## src/rtl/dmem_access_ctrl_if.sv

```systemverilog
// Bundles the MEM-stage, debug-unit and data-memory buses of dmem_access_ctrl.
// slave is the controller's view; master is the environment's view.
interface dmem_access_ctrl_if;
    logic        i_mem_valid;
    logic        i_mem_we;
    logic [1:0]  i_mem_size;
    logic        i_mem_unsigned;
    logic [31:0] i_mem_addr;
    logic [31:0] i_mem_wdata;
    logic [31:0] o_mem_rdata;
    logic        o_mem_stall;
    logic        o_mem_err;

    logic        i_du_req;
    logic [31:0] i_du_addr;
    logic [31:0] o_du_rdata;
    logic        o_du_ack;

    logic [31:0] o_dm_addr;
    logic [31:0] o_dm_wdata;
    logic        o_dm_we;
    logic [31:0] i_dm_rdata;

    modport slave (
        input  i_mem_valid, i_mem_we, i_mem_size, i_mem_unsigned, i_mem_addr, i_mem_wdata,
        output o_mem_rdata, o_mem_stall, o_mem_err,
        input  i_du_req, i_du_addr,
        output o_du_rdata, o_du_ack,
        output o_dm_addr, o_dm_wdata, o_dm_we,
        input  i_dm_rdata
    );

    modport master (
        output i_mem_valid, i_mem_we, i_mem_size, i_mem_unsigned, i_mem_addr, i_mem_wdata,
        input  o_mem_rdata, o_mem_stall, o_mem_err,
        output i_du_req, i_du_addr,
        input  o_du_rdata, o_du_ack,
        input  o_dm_addr, o_dm_wdata, o_dm_we,
        output i_dm_rdata
    );
endinterface

```

## src/rtl/dmem_access_ctrl.sv

```systemverilog
// Data-memory sequencer: load extension, sub-word store read-modify-write, error detection
// and bounded-wait DU arbitration. Define DMEM_CTRL_STATS_EN to build the statistics counters.
//
// Handshake: MEM stage presents an access while i_mem_valid=1 and holds it while o_mem_stall=1;
// the access completes on the first edge with o_mem_stall=0. DU holds i_du_req until the
// single-cycle o_du_ack, during which o_du_rdata is valid.
module dmem_access_ctrl #(
    parameter int DMEM_BYTES  = 256,
    parameter int DU_MAX_WAIT = 16
) (
    input  logic                i_clk,
    input  logic                i_reset,
    dmem_access_ctrl_if.slave   bus,
    output logic [1:0]          dbg_state,
    output logic [31:0]         o_stat_loads,
    output logic [31:0]         o_stat_stores,
    output logic [31:0]         o_stat_rmw,
    output logic [31:0]         o_stat_stall
);
    typedef enum logic [1:0] {IDLE = 2'd0, MERGE = 2'd1, WRITE = 2'd2, DU = 2'd3} state_t;

    localparam int CW = $clog2(DU_MAX_WAIT + 1);
    localparam logic [CW-1:0] WAIT_MAX = CW'(DU_MAX_WAIT);

    state_t        state, state_next;
    logic [CW-1:0] wait_cnt;
    logic          err_q;
    logic [31:0]   du_rdata_q;
    logic [31:0]   merge_q;
    logic [31:0]   cap_addr;
    logic          cap_half;
    logic [15:0]   cap_data;

    logic [2:0]    access_bytes;
    logic [32:0]   end_addr;
    logic          mem_err_cond;
    logic          du_grant;
    logic [31:0]   merged;
    logic          err_set, capture, du_capture;

    function automatic logic [31:0] load_ext(logic [31:0] word, logic [1:0] size,
                                             logic [1:0] lane, logic uns);
        logic [7:0]  b;
        logic [15:0] h;
        logic [31:0] r;
        b = 8'(word >> {lane, 3'b000});
        h = 16'(word >> {lane[1], 4'b0000});
        case (size)
            2'b00:   r = uns ? {24'h0, b} : {{24{b[7]}}, b};
            2'b01:   r = uns ? {16'h0, h} : {{16{h[15]}}, h};
            default: r = word;
        endcase
        return r;
    endfunction

    function automatic logic [31:0] merge_word(logic [31:0] old, logic half,
                                               logic [1:0] lane, logic [15:0] data);
        logic [4:0]  sh;
        logic [31:0] mask, ins;
        if (half) begin
            sh   = {lane[1], 4'b0000};
            mask = 32'h0000_FFFF << sh;
            ins  = {16'h0, data} << sh;
        end else begin
            sh   = {lane, 3'b000};
            mask = 32'h0000_00FF << sh;
            ins  = {24'h0, data[7:0]} << sh;
        end
        return (old & ~mask) | ins;
    endfunction

    always_comb begin
        case (bus.i_mem_size)
            2'b00:   access_bytes = 3'd1;
            2'b01:   access_bytes = 3'd2;
            default: access_bytes = 3'd4;
        endcase
    end

    // 33-bit sum so addresses near 2^32 cannot wrap back into range.
    assign end_addr     = {1'b0, bus.i_mem_addr} + {30'b0, access_bytes};
    assign mem_err_cond = (bus.i_mem_size == 2'b11)
                        || (bus.i_mem_size == 2'b01 && bus.i_mem_addr[0])
                        || (bus.i_mem_size == 2'b10 && bus.i_mem_addr[1:0] != 2'b00)
                        || (end_addr > 33'(DMEM_BYTES));
    assign du_grant     = (state == IDLE) && bus.i_du_req
                        && (!bus.i_mem_valid || wait_cnt == WAIT_MAX);
    assign merged       = merge_word(bus.i_dm_rdata, cap_half, cap_addr[1:0], cap_data);

    always_comb begin
        state_next      = state;
        bus.o_dm_addr   = {bus.i_mem_addr[31:2], 2'b00};
        bus.o_dm_wdata  = bus.i_mem_wdata;
        bus.o_dm_we     = 1'b0;
        bus.o_mem_stall = 1'b0;
        bus.o_mem_rdata = 32'h0;
        bus.o_du_ack    = 1'b0;
        err_set         = 1'b0;
        capture         = 1'b0;
        du_capture      = 1'b0;
        case (state)
            IDLE: begin
                if (du_grant) begin
                    bus.o_dm_addr   = bus.i_du_addr & 32'hFFFF_FFFC;
                    bus.o_mem_stall = bus.i_mem_valid;
                    du_capture      = 1'b1;
                    state_next      = DU;
                end else if (bus.i_mem_valid) begin
                    if (mem_err_cond) begin
                        err_set = 1'b1;
                    end else if (!bus.i_mem_we) begin
                        bus.o_mem_rdata = load_ext(bus.i_dm_rdata, bus.i_mem_size,
                                                   bus.i_mem_addr[1:0], bus.i_mem_unsigned);
                    end else if (bus.i_mem_size == 2'b10) begin
                        bus.o_dm_we = 1'b1;
                    end else begin
                        bus.o_mem_stall = 1'b1;
                        capture         = 1'b1;
                        state_next      = MERGE;
                    end
                end
            end
            MERGE: begin
                bus.o_dm_addr   = {cap_addr[31:2], 2'b00};
                bus.o_mem_stall = 1'b1;
                state_next      = WRITE;
            end
            WRITE: begin
                bus.o_dm_addr  = {cap_addr[31:2], 2'b00};
                bus.o_dm_wdata = merge_q;
                bus.o_dm_we    = 1'b1;
                state_next     = IDLE;
            end
            DU: begin
                bus.o_du_ack    = 1'b1;
                bus.o_mem_stall = bus.i_mem_valid;
                state_next      = IDLE;
            end
            default: state_next = IDLE;
        endcase
        if (i_reset) begin
            bus.o_dm_we     = 1'b0;
            bus.o_mem_stall = 1'b0;
            bus.o_du_ack    = 1'b0;
        end
    end

    always_ff @(posedge i_clk) begin
        if (i_reset) begin
            state      <= IDLE;
            wait_cnt   <= '0;
            err_q      <= 1'b0;
            du_rdata_q <= 32'h0;
            merge_q    <= 32'h0;
            cap_addr   <= 32'h0;
            cap_half   <= 1'b0;
            cap_data   <= 16'h0;
        end else begin
            state <= state_next;
            if (err_set)
                err_q <= 1'b1;
            if (capture) begin
                cap_addr <= bus.i_mem_addr;
                cap_half <= bus.i_mem_size[0];
                cap_data <= bus.i_mem_wdata[15:0];
            end
            if (state == MERGE)
                merge_q <= merged;
            if (du_capture)
                du_rdata_q <= bus.i_dm_rdata;
            if (state == DU)
                wait_cnt <= '0;
            else if (bus.i_du_req && !du_grant && wait_cnt != WAIT_MAX)
                wait_cnt <= wait_cnt + 1'b1;
        end
    end

    assign bus.o_mem_err  = err_q;
    assign bus.o_du_rdata = du_rdata_q;
    assign dbg_state      = state;

`ifdef DMEM_CTRL_STATS_EN
    logic        idle_mem;
    logic [31:0] n_loads, n_stores, n_rmw, n_stall;

    assign idle_mem = (state == IDLE) && !du_grant && bus.i_mem_valid && !mem_err_cond;

    always_ff @(posedge i_clk) begin
        if (i_reset) begin
            n_loads  <= 32'h0;
            n_stores <= 32'h0;
            n_rmw    <= 32'h0;
            n_stall  <= 32'h0;
        end else begin
            if (idle_mem && !bus.i_mem_we)
                n_loads <= n_loads + 32'd1;
            if ((idle_mem && bus.i_mem_we && bus.i_mem_size == 2'b10) || state == WRITE)
                n_stores <= n_stores + 32'd1;
            if (state == WRITE)
                n_rmw <= n_rmw + 32'd1;
            if (bus.o_mem_stall)
                n_stall <= n_stall + 32'd1;
        end
    end

    assign o_stat_loads  = n_loads;
    assign o_stat_stores = n_stores;
    assign o_stat_rmw    = n_rmw;
    assign o_stat_stall  = n_stall;
`else
    assign o_stat_loads  = 32'h0;
    assign o_stat_stores = 32'h0;
    assign o_stat_rmw    = 32'h0;
    assign o_stat_stall  = 32'h0;
`endif
endmodule
```

## src/flat_wrapper.sv

```systemverilog
// flat-port wrapper written by rule: the top's interface ports become plain ports
module dmem_access_ctrl_flat 
#(
    parameter int DMEM_BYTES  = 256,
    parameter int DU_MAX_WAIT = 16
)
  (i_clk, i_reset, dbg_state, o_stat_loads, o_stat_stores, o_stat_rmw, o_stat_stall, bus_i_mem_valid, bus_i_mem_we, bus_i_mem_size, bus_i_mem_unsigned, bus_i_mem_addr, bus_i_mem_wdata, bus_o_mem_rdata, bus_o_mem_stall, bus_o_mem_err, bus_i_du_req, bus_i_du_addr, bus_o_du_rdata, bus_o_du_ack, bus_o_dm_addr, bus_o_dm_wdata, bus_o_dm_we, bus_i_dm_rdata);
  dmem_access_ctrl_if bus_i ();
  input  logic i_clk;
  input  logic i_reset;
  output logic [1:0] dbg_state;
  output logic [31:0] o_stat_loads;
  output logic [31:0] o_stat_stores;
  output logic [31:0] o_stat_rmw;
  output logic [31:0] o_stat_stall;
  input wire logic [$bits(bus_i.i_mem_valid)-1:0] bus_i_mem_valid;
  input wire logic [$bits(bus_i.i_mem_we)-1:0] bus_i_mem_we;
  input wire logic [$bits(bus_i.i_mem_size)-1:0] bus_i_mem_size;
  input wire logic [$bits(bus_i.i_mem_unsigned)-1:0] bus_i_mem_unsigned;
  input wire logic [$bits(bus_i.i_mem_addr)-1:0] bus_i_mem_addr;
  input wire logic [$bits(bus_i.i_mem_wdata)-1:0] bus_i_mem_wdata;
  output wire logic [$bits(bus_i.o_mem_rdata)-1:0] bus_o_mem_rdata;
  output wire logic [$bits(bus_i.o_mem_stall)-1:0] bus_o_mem_stall;
  output wire logic [$bits(bus_i.o_mem_err)-1:0] bus_o_mem_err;
  input wire logic [$bits(bus_i.i_du_req)-1:0] bus_i_du_req;
  input wire logic [$bits(bus_i.i_du_addr)-1:0] bus_i_du_addr;
  output wire logic [$bits(bus_i.o_du_rdata)-1:0] bus_o_du_rdata;
  output wire logic [$bits(bus_i.o_du_ack)-1:0] bus_o_du_ack;
  output wire logic [$bits(bus_i.o_dm_addr)-1:0] bus_o_dm_addr;
  output wire logic [$bits(bus_i.o_dm_wdata)-1:0] bus_o_dm_wdata;
  output wire logic [$bits(bus_i.o_dm_we)-1:0] bus_o_dm_we;
  input wire logic [$bits(bus_i.i_dm_rdata)-1:0] bus_i_dm_rdata;
  assign bus_i.i_mem_valid = bus_i_mem_valid;
  assign bus_i.i_mem_we = bus_i_mem_we;
  assign bus_i.i_mem_size = bus_i_mem_size;
  assign bus_i.i_mem_unsigned = bus_i_mem_unsigned;
  assign bus_i.i_mem_addr = bus_i_mem_addr;
  assign bus_i.i_mem_wdata = bus_i_mem_wdata;
  assign bus_o_mem_rdata = bus_i.o_mem_rdata;
  assign bus_o_mem_stall = bus_i.o_mem_stall;
  assign bus_o_mem_err = bus_i.o_mem_err;
  assign bus_i.i_du_req = bus_i_du_req;
  assign bus_i.i_du_addr = bus_i_du_addr;
  assign bus_o_du_rdata = bus_i.o_du_rdata;
  assign bus_o_du_ack = bus_i.o_du_ack;
  assign bus_o_dm_addr = bus_i.o_dm_addr;
  assign bus_o_dm_wdata = bus_i.o_dm_wdata;
  assign bus_o_dm_we = bus_i.o_dm_we;
  assign bus_i.i_dm_rdata = bus_i_dm_rdata;
  dmem_access_ctrl #(.DMEM_BYTES(DMEM_BYTES), .DU_MAX_WAIT(DU_MAX_WAIT)) u_core (.i_clk(i_clk), .i_reset(i_reset), .bus(bus_i), .dbg_state(dbg_state), .o_stat_loads(o_stat_loads), .o_stat_stores(o_stat_stores), .o_stat_rmw(o_stat_rmw), .o_stat_stall(o_stat_stall));
endmodule
```

## config.mk

```make
export PLATFORM = sky130hd
export DESIGN_NAME = dmem_access_ctrl_flat
export DESIGN_NICKNAME = d
export VERILOG_FILES = /design/src/rtl/dmem_access_ctrl_if.sv /design/src/rtl/dmem_access_ctrl.sv /design/src/flat_wrapper.sv
export SDC_FILE = /design/constraint.sdc
export NUM_CORES = 1
export LEC_CHECK = 0
export BUFFER_PORTS_ARGS = -buffer_cell sky130_fd_sc_hd__buf_2
export CAP_MARGIN = 15
export CORE_AREA = 2 2 153 155
export CTS_CLUSTER_DIAMETER = 60
export DETAILED_ROUTE_END_ITERATION = 16
export DIE_AREA = 0 0 155 157
export PLACE_DENSITY = 0.7
export SETUP_SLACK_MARGIN = 0.15
export SYNTH_ARGS = -nofsm -noshare
export SYNTH_HDL_FRONTEND = slang
export SYNTH_SLANG_ARGS = --single-unit
```

## constraint.sdc

```tcl
create_clock -name i_clk -period 4.1 [get_ports i_clk]
set_clock_uncertainty 0.2 [all_clocks]
set_input_delay 0.205 -clock i_clk [delete_from_list [all_inputs] [get_ports i_clk]]
set_output_delay 0.205 -clock i_clk [all_outputs]
set_load 0.01 [all_outputs]
```

* Word-level counts from Yosys, hierarchy flattened
Index checks and enable logic that the tools add are counted.
Word-level totals: register bits after elaboration 121, input port bits 136, output and inout port bits 262, word-level logic and storage cells 95
Operators by class: add/sub/neg operators 2, $lt $le $gt $ge 1, equal/unequal tests 12, shift operators 6, mux-type cells 44, bitwise gates (word level) 3, reduce and logical (&&, ||, !) cells 19
Operators by type and width (number):
- $mux W32 | 11
- $pmux W32 S2 | 2
- $add A32 B3 Y33 | 1
- $gt A33 B9 Y1 const B | 1
- $and A32 B32 Y32 | 1
- $not A32 Y32 | 1
- $or A32 B32 Y32 | 1
- $shl A16 B5 Y32 | 1
- $shl A16 B5 Y32 const A | 1
- $shl A8 B5 Y32 | 1
- $shl A8 B5 Y32 const A | 1
- $shr A32 B5 Y16 | 1
- $shr A32 B5 Y8 | 1
- $mux W1 | 22
- $mux W2 | 5
- $ne A3 B2 Y1 const B | 3
- $eq A2 B2 Y1 const B | 4
- $logic_and A1 B1 Y1 | 6
- $pmux W2 S3 | 1
- $pmux W3 S2 | 1
- $reduce_or A2 Y1 | 3
- $add A5 B1 Y5 const B | 1
- $eq A5 B5 Y1 const B | 1
- $ne A5 B5 Y1 const B | 1
- other kinds (9) | 15

* Longest topological paths before layout
depth after elaboration 10, gate-level depth with buffers 14

* Worst setup path after synthesis
OpenSTA, ideal clock, no wires.
path kind input to output, from input bus_i_mem_addr[1], to output bus_o_mem_rdata[8], arrival time 3640 ps, data required time 3695 ps, path slack 55 ps, stages on the path 12, path through buf_2 > buf_1 > clkinv_1 > xnor2_1 > ha_1 > or2_2 > o221ai_1 > or4_1 > a2111o_1 > nor4_2 > nand4_1 > a2111oi_0
Between the ends: longest elaborated chain between the ends 8
Ends and longest elaborated chain:
- from (decl) | RTL line flat_wrapper.sv:20 | input wire logic [$bits(bus_i.i_mem_addr)-1:0] bus_i_mem_addr;
- parallel branches: the longest is 4 deep, another holds $add A32 B3 Y33
- $mux W32 (*) | RTL line dmem_access_ctrl.sv:109 | if (mem_err_cond) begin
- $mux W32 (*) | RTL line dmem_access_ctrl.sv:108 | end else if (bus.i_mem_valid) begin
- $mux W32 (*) | RTL line dmem_access_ctrl.sv:103 | if (du_grant) begin
- $mux W32 (*) | RTL line dmem_access_ctrl.sv:101 | case (state)
- to (decl) | RTL line flat_wrapper.sv:22 | output wire logic [$bits(bus_i.o_mem_rdata)-1:0] bus_o_mem_rdata;
Every way passes the cells marked *.

* Worst setup path in the final report
from input bus_i_mem_size[1], to output bus_o_mem_rdata[8]
Between the ends: longest elaborated chain between the ends 9
Ends and longest elaborated chain:
- from (decl) | RTL line flat_wrapper.sv:18 | input wire logic [$bits(bus_i.i_mem_size)-1:0] bus_i_mem_size;
- $eq A2 B1 Y1 / $logic_not A2 Y1 (equally long branches) | RTL line dmem_access_ctrl.sv:48, dmem_access_ctrl.sv:73, dmem_access_ctrl.sv:83
- $pmux W3 S2 / $logic_and A1 B1 Y1 (equally long branches) | RTL line dmem_access_ctrl.sv:73, dmem_access_ctrl.sv:83
- $add A32 B3 Y33 / $logic_or A1 B1 Y1 (equally long branches) | RTL line dmem_access_ctrl.sv:81, dmem_access_ctrl.sv:83
- $gt A33 B9 Y1 / $logic_or A1 B1 Y1 (equally long branches) | RTL line dmem_access_ctrl.sv:85, dmem_access_ctrl.sv:84
- $logic_or A1 B1 Y1 | RTL line dmem_access_ctrl.sv:85 | || (end_addr > 33'(DMEM_BYTES));
- $mux W32 (*) | RTL line dmem_access_ctrl.sv:109
- $mux W32 (*) | RTL line dmem_access_ctrl.sv:108
- $mux W32 (*) | RTL line dmem_access_ctrl.sv:103
- $mux W32 (*) | RTL line dmem_access_ctrl.sv:101
Mark *: on every way between the ends. The rest lies on a longest branch, timed or not.

==> impl_results.md <==
- Worst-path clk slew: 0.06 ns
- Largest family of logic cells by synthesized area: simple AND/OR/NAND/NOR gates
- Die X: 155 um
- Cell variety after synth: 69
- R2R depth: 7
- Top cells by count, synth: nand2_1 (140), buf_4 (132), dfxtp_1 (121), o21ai_0 (73), clkbuf_1 (70)
- Relative slew margins: 0.391
- Setup_tns: 0 ns
- Reg-to-reg startpoint: u_core.dbg_state[0]
- CP Class: in -> out
- # setup viols final: 0
- Post-synth EDFFs: 0
- Area grow syn2layout: 25.4%
- Register Area: 2420 um^2
- CTS buffer count: 17
- Wirelength, routed: 30100 um
- Largest net degree at the start of global routing: 94
- PnR worst setup slack: 0.305 ns
- Final ANT Viol Nets: 0
- Filler cell count: 2226
- Async set or reset register ratio after synthesis: 0
- GRT Total Usage: 0.238
- Layout cells sized above 1: 0.281
- Port Buf Inserts: 265
- Crit. End Element: output port
- CP required: 3.69 ns
- Initial Utilization: 0.382
- Crit path arrival time: 3.39 ns
- Setup crit start: bus_i_mem_size[1]
- Number of synthesized register bits: 121
- Post-route worst hold slack: 0.0478 ns
- Post-synthesis adder-cell area fraction: 0.0143
- H-tree depth: 4
- Global-route wire length before repair: 45400 um
- Die height: 157 um
- Worst flop-to-flop path endpoint: u_core.bus.o_du_rdata[8]
- Die area: 24300 um^2
- Yosys warnings: 0
- Final Cycle Share: 0.926
- PwrDens: 405 nW/um^2
- Crit path max fanout: 21
- Worst setup endpoint: bus_o_mem_rdata[8]
- Vias in the first global route: 8215
- Max Fclk: 264 MHz
- Initial antenna violation count: 0
- Final core utilization: 0.479
- HPWL after DPL: 21500 um
- Max_cap viols: 0
- Clock Tree Buf Depth: 2
- Simple-Gate Fraction of Synth Area: 0.233
- CTS tree: done
- Final hold viol count: 0
- 1st-iter DRT viols: 850
- Number of top-level pins: 398
- Slew Viols, Final: 0
- Worst min-delay path class: in -> reg
- Global route overflow: 0
- Placement Setup Slack: 0.0641 ns
- Clk Latency, worst-skew pair: 0.42 ns
- Most common cell in the netlist: nand2_1
- Commonest register cell after synthesis: dfxtp_1
- Final nets: 1517
- Pleak: 4.52 nW
- Area of the mapped netlist: 8590 um^2
- Final Instance Count excl. Fillers: 1670
- Sequential fraction of the synthesis area: 0.282
- N_diodes: 0
- Top cell type's share of synthesized area: 0.282
- Routed WL per cell: 18.0 um
- XOR/XNOR Fraction of Synth Area: 0.00918
- RSZ-0062 raised after global routing: false
- Cell count after synthesis: 1097
- R2R Setup Slk: 1.32 ns
- Final GP Congestion: 0.871
- Dpl cells: 1582
- Min cycle time layout: 3.79 ns
- Mux share of post-synthesis cell area: 0.100
- CP Launch Type: input pin
- Synth Area in Compound Gates: 0.194
- Clk sinks: 121
- Area occupied by multi-input gates: 5270 um^2
- Slew @ Worst Pin: 0.907 ns
- Worst IR Drop VDD: 0.000277 V
- DR DRC count: 0
- Mean Syn Cell Area: 7.83 um^2
- Cell taking the most area after synthesis: dfxtp_1
- Status: completed
- CTS root buf: clkbuf_16
- Post-CTS Setup Bufs: 0
- TritonRoute pass-1 iters: 8
- Synth area leaders: dfxtp_1 (28%), buf_4 (12%), nand2_1 (6.1%)
- Via density per instance: 5.31
- Core ar.: 22500 um^2
- Core Rows: 55
- Vias: 8869
-- cells by family (layout without fill, tap and decap cells) --
| group | count (synthesis) | after routing |
|---|---|---|
| simple gates | 399 | 399 |
| compound gates | 242 | 242 |
| buf+inv | 234 | 393 |
| flops | 121 | 121 |
| mux | 81 | 81 |
| fa+ha+maj | 10 | 10 |
| xor+xnor | 9 | 9 |
| other cells | 1 | 130 |
-- per-stage QoR --
step	instance area (um^2)	total power [mW]
2_1_floorplan	9080	2.38
3_5_place_dp	9600	2.83
6_report	10800	4.36
3_3_place_gp	9600	2.81
5_1_grt	10800	4.59
4_1_cts	10700	4.36
-- power by group --
part / internal, mW / leakage [nW] / switching, mW
logic: 0.600 / 3.27 / 0.938
clock network: 0.810 / 0.274 / 0.683
registers: 1.27 / 0.981 / 0.0618
-- layout make-up --
class / instances / area share
multi-input cells: 871 / 0.489
flip-flops and latches: 121 / 0.225
repair buffers: 347 / 0.195
clock buffers: 17 / 0.0395
well taps: 285 / 0.0331
clock inverters: 15 / 0.0137
inverters: 14 / 0.00488
-- layout by cell type (no fill, tap or decap), types with 4 or more instances in the layout --
| cell | n |
|---|---|
| ha_1 | 6 |
| a222oi_1 | 8 |
| nor2b_1 | 6 |
| xnor2_1 | 5 |
| nand4_1 | 11 |
| o21ai_0 | 72 |
| dlygate4sd3_1 | 56 |
| clkbuf_16 | 17 |
| a211oi_1 | 6 |
| nand3_1 | 21 |
| inv_1 | 13 |
| a31oi_1 | 4 |
| nand4b_1 | 4 |
| conb_1 | 130 |
| a22oi_1 | 30 |
| a2111oi_2 | 8 |
| a22o_1 | 16 |
| xor2_1 | 4 |
| nor2_1 | 54 |
| inv_6 | 6 |
| a21oi_1 | 41 |
| nand2_1 | 140 |
| dfxtp_1 | 121 |
| a221oi_1 | 8 |
| inv_8 | 5 |
| or3_1 | 4 |
| mux2i_1 | 41 |
| nand2b_1 | 56 |
| nor3_1 | 50 |
| nor4_1 | 6 |
| buf_2 | 264 |
| buf_4 | 25 |
| mux2_2 | 40 |
| a311oi_1 | 19 |
| o21a_1 | 4 |
| nor3b_1 | 23 |
-- how the worst min path moves through the flow --
stage	slack, ns	cells past startpoint	endpoint	startpoint
6_report	0.05	4	u_core.cap_addr[0]	bus_i_mem_addr[0]
5_1_grt	0.09	4	u_core.cap_addr[0]	bus_i_mem_addr[0]
4_1_cts	0.05	4	u_core.cap_addr[0]	bus_i_mem_addr[0]
3_5_place_dp	0.24	2	u_core.bus.o_du_rdata[24]	u_core.bus.o_du_rdata[24]
3_3_place_gp	0.24	2	u_core.bus.o_du_rdata[20]	u_core.bus.o_du_rdata[20]
2_1_floorplan	0.14	2	u_core.bus.o_du_rdata[0]	bus_i_dm_rdata[0]
-- worst max-delay path, stage by stage --
cell       delay (ns)
buf_2            0.19
nor2_2           0.13
ha_2             0.22
ha_1             0.19
or2_2            0.15
o221ai_1         0.14
buf_4            0.18
nor4_1           0.41
mux2i_1          0.26
nor4_2           0.30
nand4_1          0.15
buf_6            0.22
a2111oi_2        0.33
buf_4            0.17
buf_2            0.12
-- state kept, by name, summed over array words and instances (netlist names) --
register and cells:
u_core.bus.o_du_rdata 32, u_core.bus.o_mem_err 1, u_core.cap_addr 32, u_core.cap_data 16, u_core.cap_half 1, u_core.dbg_state 2, u_core.merge_q 32, u_core.wait_cnt 5
-- repair_timing --
item | 4_1_cts | 5_1_grt
pin swaps | 0 | 1
gates resized for setup | 3 | 10
endpoints found under the hold margin | 73 | 0
endpoints found under the setup margin | 2 | 16
hold buffers | 56 | 0
-- metal layers --
layer  wire length (um)  track usage  part of all wire  up-vias
met5                  0            0                 0        -
met4                947       0.0974             0.031        0
met3               2110       0.0377             0.070       70
met2              14800        0.404              0.49      445
met1              12300        0.303              0.41     4158
li1                   -            -                 -     4196
No activity file was read; power rests on OpenSTA's default activity.
